`config.mk`:
```
export PLATFORM = sky130hd
export DESIGN_NAME = mac_mdc_stream_join
export DESIGN_NICKNAME = d
export VERILOG_FILES = /design/src/rtl/mac_mdc_stream_join.sv
export SDC_FILE = /design/constraint.sdc
export NUM_CORES = 1
export LEC_CHECK = 0
export BUFFER_PORTS_ARGS = -buffer_cell sky130_fd_sc_hd__buf_4
export CAP_MARGIN = 20
export CORE_ASPECT_RATIO = 2
export CORE_UTILIZATION = 50
export DETAILED_ROUTE_END_ITERATION = 10
export MAX_ROUTING_LAYER = met4
export PLACE_DENSITY = 0.73
export SYNTH_ARGS = -nofsm -noshare
export SYNTH_HDL_FRONTEND = slang
export SYNTH_SLANG_ARGS = --single-unit
```
`constraint.sdc`:
```
create_clock -name clk_i -period 9.3 [get_ports clk_i]
set_input_delay 0.465 -clock clk_i [delete_from_list [all_inputs] [get_ports clk_i]]
set_output_delay 0.465 -clock clk_i [all_outputs]
set_load 0.01 [all_outputs]
```
`src/rtl/mac_mdc_stream_join.sv`:
```
// Join stage for the mac_mdc operand streams: buffers a/b/c independently and
// releases them as index-aligned tuples, with a per-job element budget.
module mac_mdc_stream_join #(
    parameter int unsigned DATA_WIDTH = 32,
    parameter int unsigned FIFO_DEPTH = 2,
    parameter int unsigned CNT_WIDTH  = 16
) (
    input  logic                    clk_i,
    input  logic                    rst_i,
    input  logic                    clear_i,
    input  logic                    start_i,
    input  logic [CNT_WIDTH-1:0]    len_i,

    input  logic                    a_i_valid,
    output logic                    a_i_ready,
    input  logic [DATA_WIDTH-1:0]   a_i_data,
    input  logic [DATA_WIDTH/8-1:0] a_i_strb,
    input  logic                    b_i_valid,
    output logic                    b_i_ready,
    input  logic [DATA_WIDTH-1:0]   b_i_data,
    input  logic [DATA_WIDTH/8-1:0] b_i_strb,
    input  logic                    c_i_valid,
    output logic                    c_i_ready,
    input  logic [DATA_WIDTH-1:0]   c_i_data,
    input  logic [DATA_WIDTH/8-1:0] c_i_strb,

    output logic                    a_o_valid,
    input  logic                    a_o_ready,
    output logic [DATA_WIDTH-1:0]   a_o_data,
    output logic [DATA_WIDTH/8-1:0] a_o_strb,
    output logic                    b_o_valid,
    input  logic                    b_o_ready,
    output logic [DATA_WIDTH-1:0]   b_o_data,
    output logic [DATA_WIDTH/8-1:0] b_o_strb,
    output logic                    c_o_valid,
    input  logic                    c_o_ready,
    output logic [DATA_WIDTH-1:0]   c_o_data,
    output logic [DATA_WIDTH/8-1:0] c_o_strb,

    output logic                    busy_o,
    output logic                    done_o,
    output logic [CNT_WIDTH-1:0]    cnt_o
);

    // state | meaning
    // IDLE  | waiting for start_i; len_i sampled here
    // RUN   | accepting beats and releasing tuples
    // DONE  | one-cycle completion pulse on done_o

    localparam int unsigned STRB_WIDTH  = DATA_WIDTH / 8;
    localparam int unsigned ENTRY_WIDTH = DATA_WIDTH + STRB_WIDTH;
    localparam int unsigned AW          = $clog2(FIFO_DEPTH);
    localparam int unsigned PTR_WIDTH   = AW + 1;

    typedef enum logic [1:0] {
        IDLE = 2'd0,
        RUN  = 2'd1,
        DONE = 2'd2
    } state_e;

    state_e state_q, state_d;

    logic [2:0]             in_valid, in_ready, in_push;
    logic [2:0]             out_valid, out_ready, out_hs;
    logic [2:0]             taken_q, fifo_full, fifo_empty;
    logic [ENTRY_WIDTH-1:0] in_entry [3];
    logic [ENTRY_WIDTH-1:0] head [3];
    logic [ENTRY_WIDTH-1:0] mem_q [3][FIFO_DEPTH];
    logic [PTR_WIDTH-1:0]   wptr_q [3];
    logic [PTR_WIDTH-1:0]   rptr_q [3];
    logic [CNT_WIDTH-1:0]   in_cnt_q [3];
    logic [CNT_WIDTH-1:0]   cnt_q, len_q;
    logic                   run, tuple_avail, tuple_done, last_tuple, start_ok;

    assign in_valid    = {c_i_valid, b_i_valid, a_i_valid};
    assign out_ready   = {c_o_ready, b_o_ready, a_o_ready};
    assign in_entry[0] = {a_i_data, a_i_strb};
    assign in_entry[1] = {b_i_data, b_i_strb};
    assign in_entry[2] = {c_i_data, c_i_strb};

    assign {c_i_ready, b_i_ready, a_i_ready} = in_ready;
    assign {c_o_valid, b_o_valid, a_o_valid} = out_valid;

    assign a_o_data = head[0][ENTRY_WIDTH-1:STRB_WIDTH];
    assign a_o_strb = head[0][STRB_WIDTH-1:0];
    assign b_o_data = head[1][ENTRY_WIDTH-1:STRB_WIDTH];
    assign b_o_strb = head[1][STRB_WIDTH-1:0];
    assign c_o_data = head[2][ENTRY_WIDTH-1:STRB_WIDTH];
    assign c_o_strb = head[2][STRB_WIDTH-1:0];

    assign run      = (state_q == RUN);
    assign start_ok = (state_q == IDLE) && start_i;
    assign cnt_o    = cnt_q;

    // Ready looks only at the registered full flag, so a pop never feeds back
    // into ready within the same cycle.
    always_comb begin
        fifo_empty = '0;
        fifo_full  = '0;
        in_ready   = '0;
        in_push    = '0;
        for (int l = 0; l < 3; l++) begin
            fifo_empty[l] = (wptr_q[l] == rptr_q[l]);
            fifo_full[l]  = (wptr_q[l][AW] != rptr_q[l][AW]) &&
                            (wptr_q[l][AW-1:0] == rptr_q[l][AW-1:0]);
            head[l]       = mem_q[l][rptr_q[l][AW-1:0]];
            in_ready[l]   = run && !fifo_full[l] && (in_cnt_q[l] < len_q);
            in_push[l]    = in_valid[l] && in_ready[l];
        end
    end

    assign tuple_avail = run && !(|fifo_empty);

    always_comb begin
        out_valid = '0;
        out_hs    = '0;
        if (tuple_avail) begin
            out_valid = ~taken_q;
        end
        out_hs = out_valid & out_ready;
    end

    assign tuple_done = tuple_avail && (&(taken_q | out_hs));
    assign last_tuple = tuple_done && (cnt_q == len_q - CNT_WIDTH'(1));

    always_comb begin
        state_d = state_q;
        busy_o  = 1'b0;
        done_o  = 1'b0;
        case (state_q)
            IDLE: begin
                if (start_i) begin
                    state_d = (len_i == '0) ? DONE : RUN;
                end
            end
            RUN: begin
                busy_o = 1'b1;
                if (last_tuple) begin
                    state_d = DONE;
                end
            end
            DONE: begin
                done_o  = 1'b1;
                state_d = IDLE;
            end
            default: state_d = IDLE;
        endcase
        if (clear_i) begin
            state_d = IDLE;
        end
    end

    always_ff @(posedge clk_i or posedge rst_i) begin
        if (rst_i) begin
            state_q <= IDLE;
        end else begin
            state_q <= state_d;
        end
    end

    always_ff @(posedge clk_i or posedge rst_i) begin
        if (rst_i) begin
            len_q   <= '0;
            cnt_q   <= '0;
            taken_q <= '0;
            for (int l = 0; l < 3; l++) begin
                in_cnt_q[l] <= '0;
                wptr_q[l]   <= '0;
                rptr_q[l]   <= '0;
            end
        end else if (clear_i) begin
            len_q   <= '0;
            cnt_q   <= '0;
            taken_q <= '0;
            for (int l = 0; l < 3; l++) begin
                in_cnt_q[l] <= '0;
                wptr_q[l]   <= '0;
                rptr_q[l]   <= '0;
            end
        end else if (start_ok) begin
            len_q   <= len_i;
            cnt_q   <= '0;
            taken_q <= '0;
            for (int l = 0; l < 3; l++) begin
                in_cnt_q[l] <= '0;
            end
        end else begin
            for (int l = 0; l < 3; l++) begin
                if (in_push[l]) begin
                    in_cnt_q[l] <= in_cnt_q[l] + CNT_WIDTH'(1);
                    wptr_q[l]   <= wptr_q[l] + PTR_WIDTH'(1);
                end
                if (tuple_done) begin
                    rptr_q[l]  <= rptr_q[l] + PTR_WIDTH'(1);
                    taken_q[l] <= 1'b0;
                end else if (out_hs[l]) begin
                    taken_q[l] <= 1'b1;
                end
            end
            if (tuple_done) begin
                cnt_q <= cnt_q + CNT_WIDTH'(1);
            end
        end
    end

    // Storage needs no reset: only entries between the pointers are ever read.
    always_ff @(posedge clk_i) begin
        for (int l = 0; l < 3; l++) begin
            if (in_push[l]) begin
                mem_q[l][wptr_q[l][AW-1:0]] <= in_entry[l];
            end
        end
    end

endmodule

```
==> flow_summary_export.csv, run 1 <==
group,metric,value,unit
route,firstDrtPassIters,5,
yosys,yosysTopAreaCell,"edfxtp_1",
setup_path,slowest_delay,840,ps
setup_path,worst-path-buf-inv,2,
layout,drive_gt1_share,33.9,%
yosys,synth_cell_types,61,
route,dr_total_vias,9669,
job,cap_violations,0,
yosys,synth_top_area_share,45.9,%
placed_design,placed_area,16600,µm²
global_routing,grt_pass1_vias,10100,
floorplan,die_w,121,µm
yosys,synth_edf_count,216,
global_routing,antenna_found_initial,0,
floorplan,start_util,51.1,%
run_status,status,"finished clean",
route,drt_iter0_drc,534,
setup_path,crit_fanout,37,
yosys,async_flop_share,31.0,%
setup_path,cp.arrival,3910,ps
layout,fillers,2142,
timing,fmax,0.287,GHz
setup_path,crit_family,"compound AO/OA/AOI/OAI gates",
global_routing,gr-total-overflow,0,
floorplan,io_pins,266,
floorplan,design.core.area,27700,µm²
yosys,syn_inst,1051,
timing,fin_worst_skew,10.9,ps
setup_path,critPathLaunchType,"flop",
route,drc_errors,0,
global_routing,grt_max_degree,86,
timing,final_hold_viol_count,0,
route,drt-total-wl,35200,µm
layout,layout_commonest_cell,"buf_4",
pwr,ir_drop,0.218,mV
timing,relSlewSlack,27.9,%
cts,clock_path_buffers,3,
yosys,synth_area,14100,µm²
pwr,leakage,6.99,nW
route,vias_per_cell,5.70,
floorplan,dieArea,29000,µm²
setup_path,crit_top_cell,"a21o_1",
timing,maxSlewViolCount,0,
layout,fin_util,63.1,%
floorplan,std_cell_rows,86,
yosys,netlist_top_cells_area,"edfxtp_1 46%, dfrtp_1 17%, mux2_2 8.7%",
route,wl_per_cell,20.8,µm
cts,cts_resized,0,
setup_path,worstPathCellList,"inv_1 -> ha_1 -> a21o_1 -> a21o_1 -> a21oi_1 -> o221ai_1 -> a211o_1 -> buf_4 -> nor2_4 -> mux2_2",
cts,cts_setup_buffers,0,
cts,cts_buffers,27,
setup_path,crit_required,9730,ps
placed_design,dp_hpwl,25500,µm
setup_path,crit_type,"flop to flop",
yosys,synth.yosys.seq_area_share,63.1,%
timing,worst_pin_slew,1080,ps
setup_path,cp_slowest_cell,"nor2_4",
layout,syn_to_final_growth,23.5,%
timing,rsz0062_at_grt,"false",
cts,cts_tree,"built",
layout,antennaDiodeCount,0,
timing,finalCritPeriodShare,37.4,%
floorplan,die_h,240,µm
pwr,powerDensity,170,nW/µm²
timing,fin_tns_setup,0,ps
cts,h-tree-depth,1,
timing,fin_crit,3480,ps
yosys,syn_nets,1235,
placed_design,numPortBuffers,265,
cts,cts.clk_slew.worst_paths,70,ps
cts,cts-hold-fix-buffers,1,
pwr,p_total,2.96,mW
layout,fin_area,17500,µm²
layout,num-nets-final,1508,
cts,clock_latency,540,ps
yosys,ys_seq_elements,313,
yosys,synth_top_flop_cell,"edfxtp_1",
global_routing,grt_pass1_wl,53000,µm
cts,ctsRootBufferMaster,"clkbuf_16",
placed_design,globalplace.congestion,0.994,
yosys,yosysWarnings,0,
min_path,hp-class,"input pin to flop",
route,ant_nets,0,
yosys,syn_area_per_cell,13.4,µm²
cts,clock-sinks,313,
layout,final_cell_mix,"278 x buf_4, 216 x edfxtp_1, 109 x mux2_2, 97 x dfrtp_1, 69 x nand2_1",
setup_path,worst_setup_path_end_kind,"flop",
global_routing,grt_use_total,25.0,%
timing,setup_viol,0,
power breakdown:
part	total, mW	internal, mW	leakage, nW	switching [mW]
logic	0.311	0.136	3.28	0.175
clock network	1.08	0.589	0.402	0.495
registers	1.56	1.54	3.31	0.0199
total	2.96	2.27	6.99	0.690
area by class of cell:
class | instances | area (µm²) | area share (%)
clock inverter | 18 | 151 | 0.868
multi-input combinational | 668 | 5000 | 28.6
clock buffer | 30 | 687 | 3.94
sequential | 313 | 8910 | 51.1
tap | 352 | 440 | 2.52
inverter | 33 | 126 | 0.724
timing repair buffer | 281 | 2140 | 12.2
metrics by stage:
| step | worst slack, ps | std cells | hold WS, ps |
|---|---|---|---|
| after CTS | 5800 | 1693 | 79.5 |
| final | 5820 | 1695 | 105 |
| after floorplan | 3510 | 1051 | 484 |
| after detailed placement | 5820 | 1644 | 429 |
| after global placement | 5880 | 1644 | 425 |
| after global routing | 5660 | 1695 | 81.9 |
sequential cells by signal, indices dropped and copies added, names as in the netlist:
name,cells
cnt_o,16
in_cnt_q,48
len_q,16
mem_q,216
rptr_q,6
state_q,2
taken_q,3
wptr_q,6
per-layer routing:
| metal | global-route usage (%) | routed length, µm |
|---|---|---|
| met5 | - | 0 |
| met4 | 16.0 | 2270 |
| met3 | 4.38 | 1970 |
| met2 | 46.0 | 19600 |
| met1 | 23.1 | 11400 |
cells in the mapped netlist (4+ instances only):
cell       number
edfxtp_1      216
mux2_2        109
dfrtp_1        97
nand2_1        69
nor2_1         68
ha_1           50
xnor2_1        46
a21oi_1        43
inv_1          33
o21ai_0        31
nand4_1        24
clkbuf_1       23
nor3_1         21
nand3_1        20
xor2_1         19
and3_1         18
or4_1          16
a21o_1         15
buf_1          12
nor4_1         11
o211ai_1       10
o31ai_1         8
o21a_1          7
or3_1           7
nand2b_1        6
a2111oi_0       5
a31o_2          5
a31oi_1         5
nor2b_1         5
and4_1          4
o22ai_1         4
cells by family (layout without fill, tap and decap cells):
logic type | Yosys count | in the layout | synth area share [%]
DFF | 313 | 313 | 63.1
buffers and inverters | 70 | 362 | 1.90
xor gates and xnor gates | 65 | 65 | 4.03
AOI/OAI and AO/OA | 155 | 155 | 7.16
and+or+nand+nor | 288 | 288 | 10.6
adders and majority gates | 50 | 50 | 4.43
muxes | 110 | 110 | 8.76
final timing paths:
kind                                  startpoint                       end  slack (ps)  cells past startpoint
min in group asynchronous                  rst_i  in_cnt_q[27]$_DFFE_PP0P_         420                      3
hold reg to reg            wptr_q[1]$_DFFE_PP0P_     wptr_q[1]$_DFFE_PP0P_         570                      1
setup / recovery            len_q[9]$_DFFE_PP0P_     wptr_q[5]$_DFFE_PP0P_        5820                     10
setup reg to reg            len_q[9]$_DFFE_PP0P_     wptr_q[5]$_DFFE_PP0P_        5820                     10
hold / removal                      b_i_data[26]   mem_q[0][138]$_DFFE_PP_         110                      1
max in group asynchronous                  rst_i  in_cnt_q[35]$_DFFE_PP0P_        7920                      5
No activity file was read; power rests on OpenSTA's default activity.
==> run 2: changes to the inputs <==
PLACE_DENSITY = 0.76   (was 0.73)
clock period = 2.9 ns   (was 9.3 ns; I/O delays follow)
==> flow_summary_export.csv, run 2 (same netlist as run 1, synthesis figures left out) <==
group,metric,value,unit
run_status,status,"finished clean",
pwr,p_seq_share,49.6,%
timing,final_hold_viol_count,0,
route,dr_total_vias,10700,
timing,worst_pin_slew,840,ps
floorplan,std_cell_rows,86,
setup_path,r2r_slack,60,ps
layout,drive_gt1_share,34.7,%
floorplan,start_util,51.1,%
setup_path,cp_slowest_cell,"or4_4",
setup_path,worstPathCellList,"inv_1 -> buf_4 -> ha_2 -> xnor2_1 -> a41oi_4 -> nor4b_2 -> nand4_1 -> or4_4 -> a32o_1",
setup_path,reg2reg_depth,9,
route,ant_nets,0,
placed_design,placed_area,17200,µm²
floorplan,io_pins,266,
setup_path,crit_start,"len_q[1]$_DFFE_PP0P_",
layout,antennaDiodeCount,0,
cts,ctsRootBufferMaster,"clkbuf_16",
global_routing,grt_pass1_wl,62600,µm
global_routing,grt_max_degree,71,
setup_path,reg2reg_to,"state_q[0]$_DFFE_PP0P_",
cts,clock-sinks,313,
pwr,leakage,7.92,nW
timing,fmax,0.353,GHz
floorplan,die_w,121,µm
min_path,hp-start,"b_i_valid",
layout,fin_area,19500,µm²
floorplan,dieArea,29000,µm²
timing,relSlewSlack,43.5,%
cts,clock_latency,560,ps
global_routing,grt_use_met1,27.9,%
global_routing,antenna_found_initial,0,
cts,h-tree-depth,1,
cts,cts_buffers,29,
min_path,hp-class,"input pin to flop",
setup_path,crit_fanout,12,
pwr,power_switching,2.47,mW
global_routing,top_usage_layer,"met2",
setup_path,critPathLaunchType,"flop",
pwr,p_comb_share,13.2,%
setup_path,crit_type,"flop to flop",
layout,layout_commonest_cell,"buf_4",
placed_design,globalplace.congestion,0.980,
layout,num-nets-final,1704,
timing,fin_crit,2840,ps
placed_design,dp_hpwl,28100,µm
layout,largest_reg_flops,216,
timing,setup_viol,0,
global_routing,grt_pass1_vias,11400,
floorplan,design.core.area,27700,µm²
timing,rsz0062_at_grt,"true",
setup_path,worst_setup_path_end_kind,"flop",
layout,final_cell_mix,"335 x buf_4, 216 x edfxtp_1, 129 x dlygate4sd3_1, 108 x mux2_2, 97 x dfrtp_1",
layout,finalNonFillerCells,1893,
placed_design,place_ws,-92.1,ps
setup_path,endpoint,"state_q[0]$_DFFE_PP0P_",
global_routing,met3_usage,5.19,%
cts,cts_tree,"built",
global_routing,gr-total-overflow,0,
pwr,clock_power_share,37.2,%
pwr,ir_drop,0.544,mV
layout,syn_to_final_growth,38.0,%
setup_path,slowest_delay,560,ps
pwr,powerDensity,518,nW/µm²
placed_design,numPortBuffers,265,
timing,maxSlewViolCount,0,
route,vias_per_cell,5.63,
global_routing,grtUsageMet2,55.6,%
timing,finalCritPeriodShare,97.8,%
layout,fin_util,70.5,%
setup_path,cp.arrival,3290,ps
route,drt_iter0_drc,650,
timing,setup_ws,64.6,ps
job,cap_violations,0,
cts,cts.clk_slew.worst_paths,70,ps
pwr,p_total,10.1,mW
pwr,intPower,7.63,mW
route,drt-total-wl,41600,µm
floorplan,die_h,240,µm
timing,fin_worst_skew,15.9,ps
layout,fillers,1829,
cts,clock_path_buffers,3,
setup_path,crit_required,3350,ps
route,drc_errors,0,
setup_path,rr_startpoint,"len_q[1]$_DFFE_PP0P_",
route,firstDrtPassIters,5,
pwr,p_sw_share,24.5,%
route,wl_per_cell,22.0,µm
placed_design,dp_cells,1702,
global_routing,grt_use_total,30.0,%
run 2: changes by cell type in the layout (fill, tap and decap cells not counted), sizes merged:
cell         delta
dlygate4sd3   +128
buf            +66
clkbuf          +3
clkinv          +3
clkinvlp        -1
inv             -1
run 2: metal layers:
metal  vias up  routed length, µm  part of all wire, %
li1       4886                  -                    -
met1      5245              13500                   32
met2       390              23200                   56
met3       134               2150                  5.2
met4         0               2740                  6.6
met5         -                  0                    0
run 2: worst min path at each step:
stage	end	cells past startpoint
floorplan	mem_q[0][0]$_DFFE_PP_	0
global placement	in_cnt_q[32]$_DFFE_PP0P_	2
detailed placement	in_cnt_q[32]$_DFFE_PP0P_	2
CTS	in_cnt_q[18]$_DFFE_PP0P_	5
global route	in_cnt_q[18]$_DFFE_PP0P_	5
finish	in_cnt_q[18]$_DFFE_PP0P_	5
run 2: layout make-up:
class                   count  area, µm²  area share (%)
clock buffers              33        741            3.80
well taps                 352        440            2.26
repair buffers            475       4020            20.6
inverters                  33        126           0.648
clock inverters            19        178           0.911
multi-input cells         668       5080            26.1
flip-flops and latches    313       8910            45.7
run 2: metrics by stage:
stage	TNS, ps	hold slack (ps)
global route	-34.4	46.6
global placement	-87.4	250
floorplan	-17720	244
detailed placement	-112	257
CTS	0	25.9
finish	0	53.4
run 2: worst max-delay path, delay by kind of cell, from the launching register on:
family / cells / cell delay (ps)
adder cells (fa/ha/maj): 1 / 340
flip-flops: 1 / 380
AO/OA/AOI/OAI: 2 / 490
AND/OR/NAND/NOR: 3 / 1070
XOR/XNOR: 1 / 220
buffers and inverters: 2 / 230
run 2: power by group through the flow:
stage / sequential [mW] / clock, mW / combinational, mW
after floorplan: 5.09 / 0 / 0.535
after global placement: 5.09 / 0 / 1.10
after detailed placement: 5.10 / 0 / 1.11
after CTS: 5.00 / 3.80 / 1.29
after global routing: 5.02 / 3.98 / 1.41
final: 5.01 / 3.76 / 1.33
run 2: timing repair:
item,in CTS,in global routing
buffers inserted,6,4
hold endpoints to repair,286,0
gates resized for setup,3,4
endpoints found under the setup margin,22,124
hold buffers,129,0
pin swaps,3,3
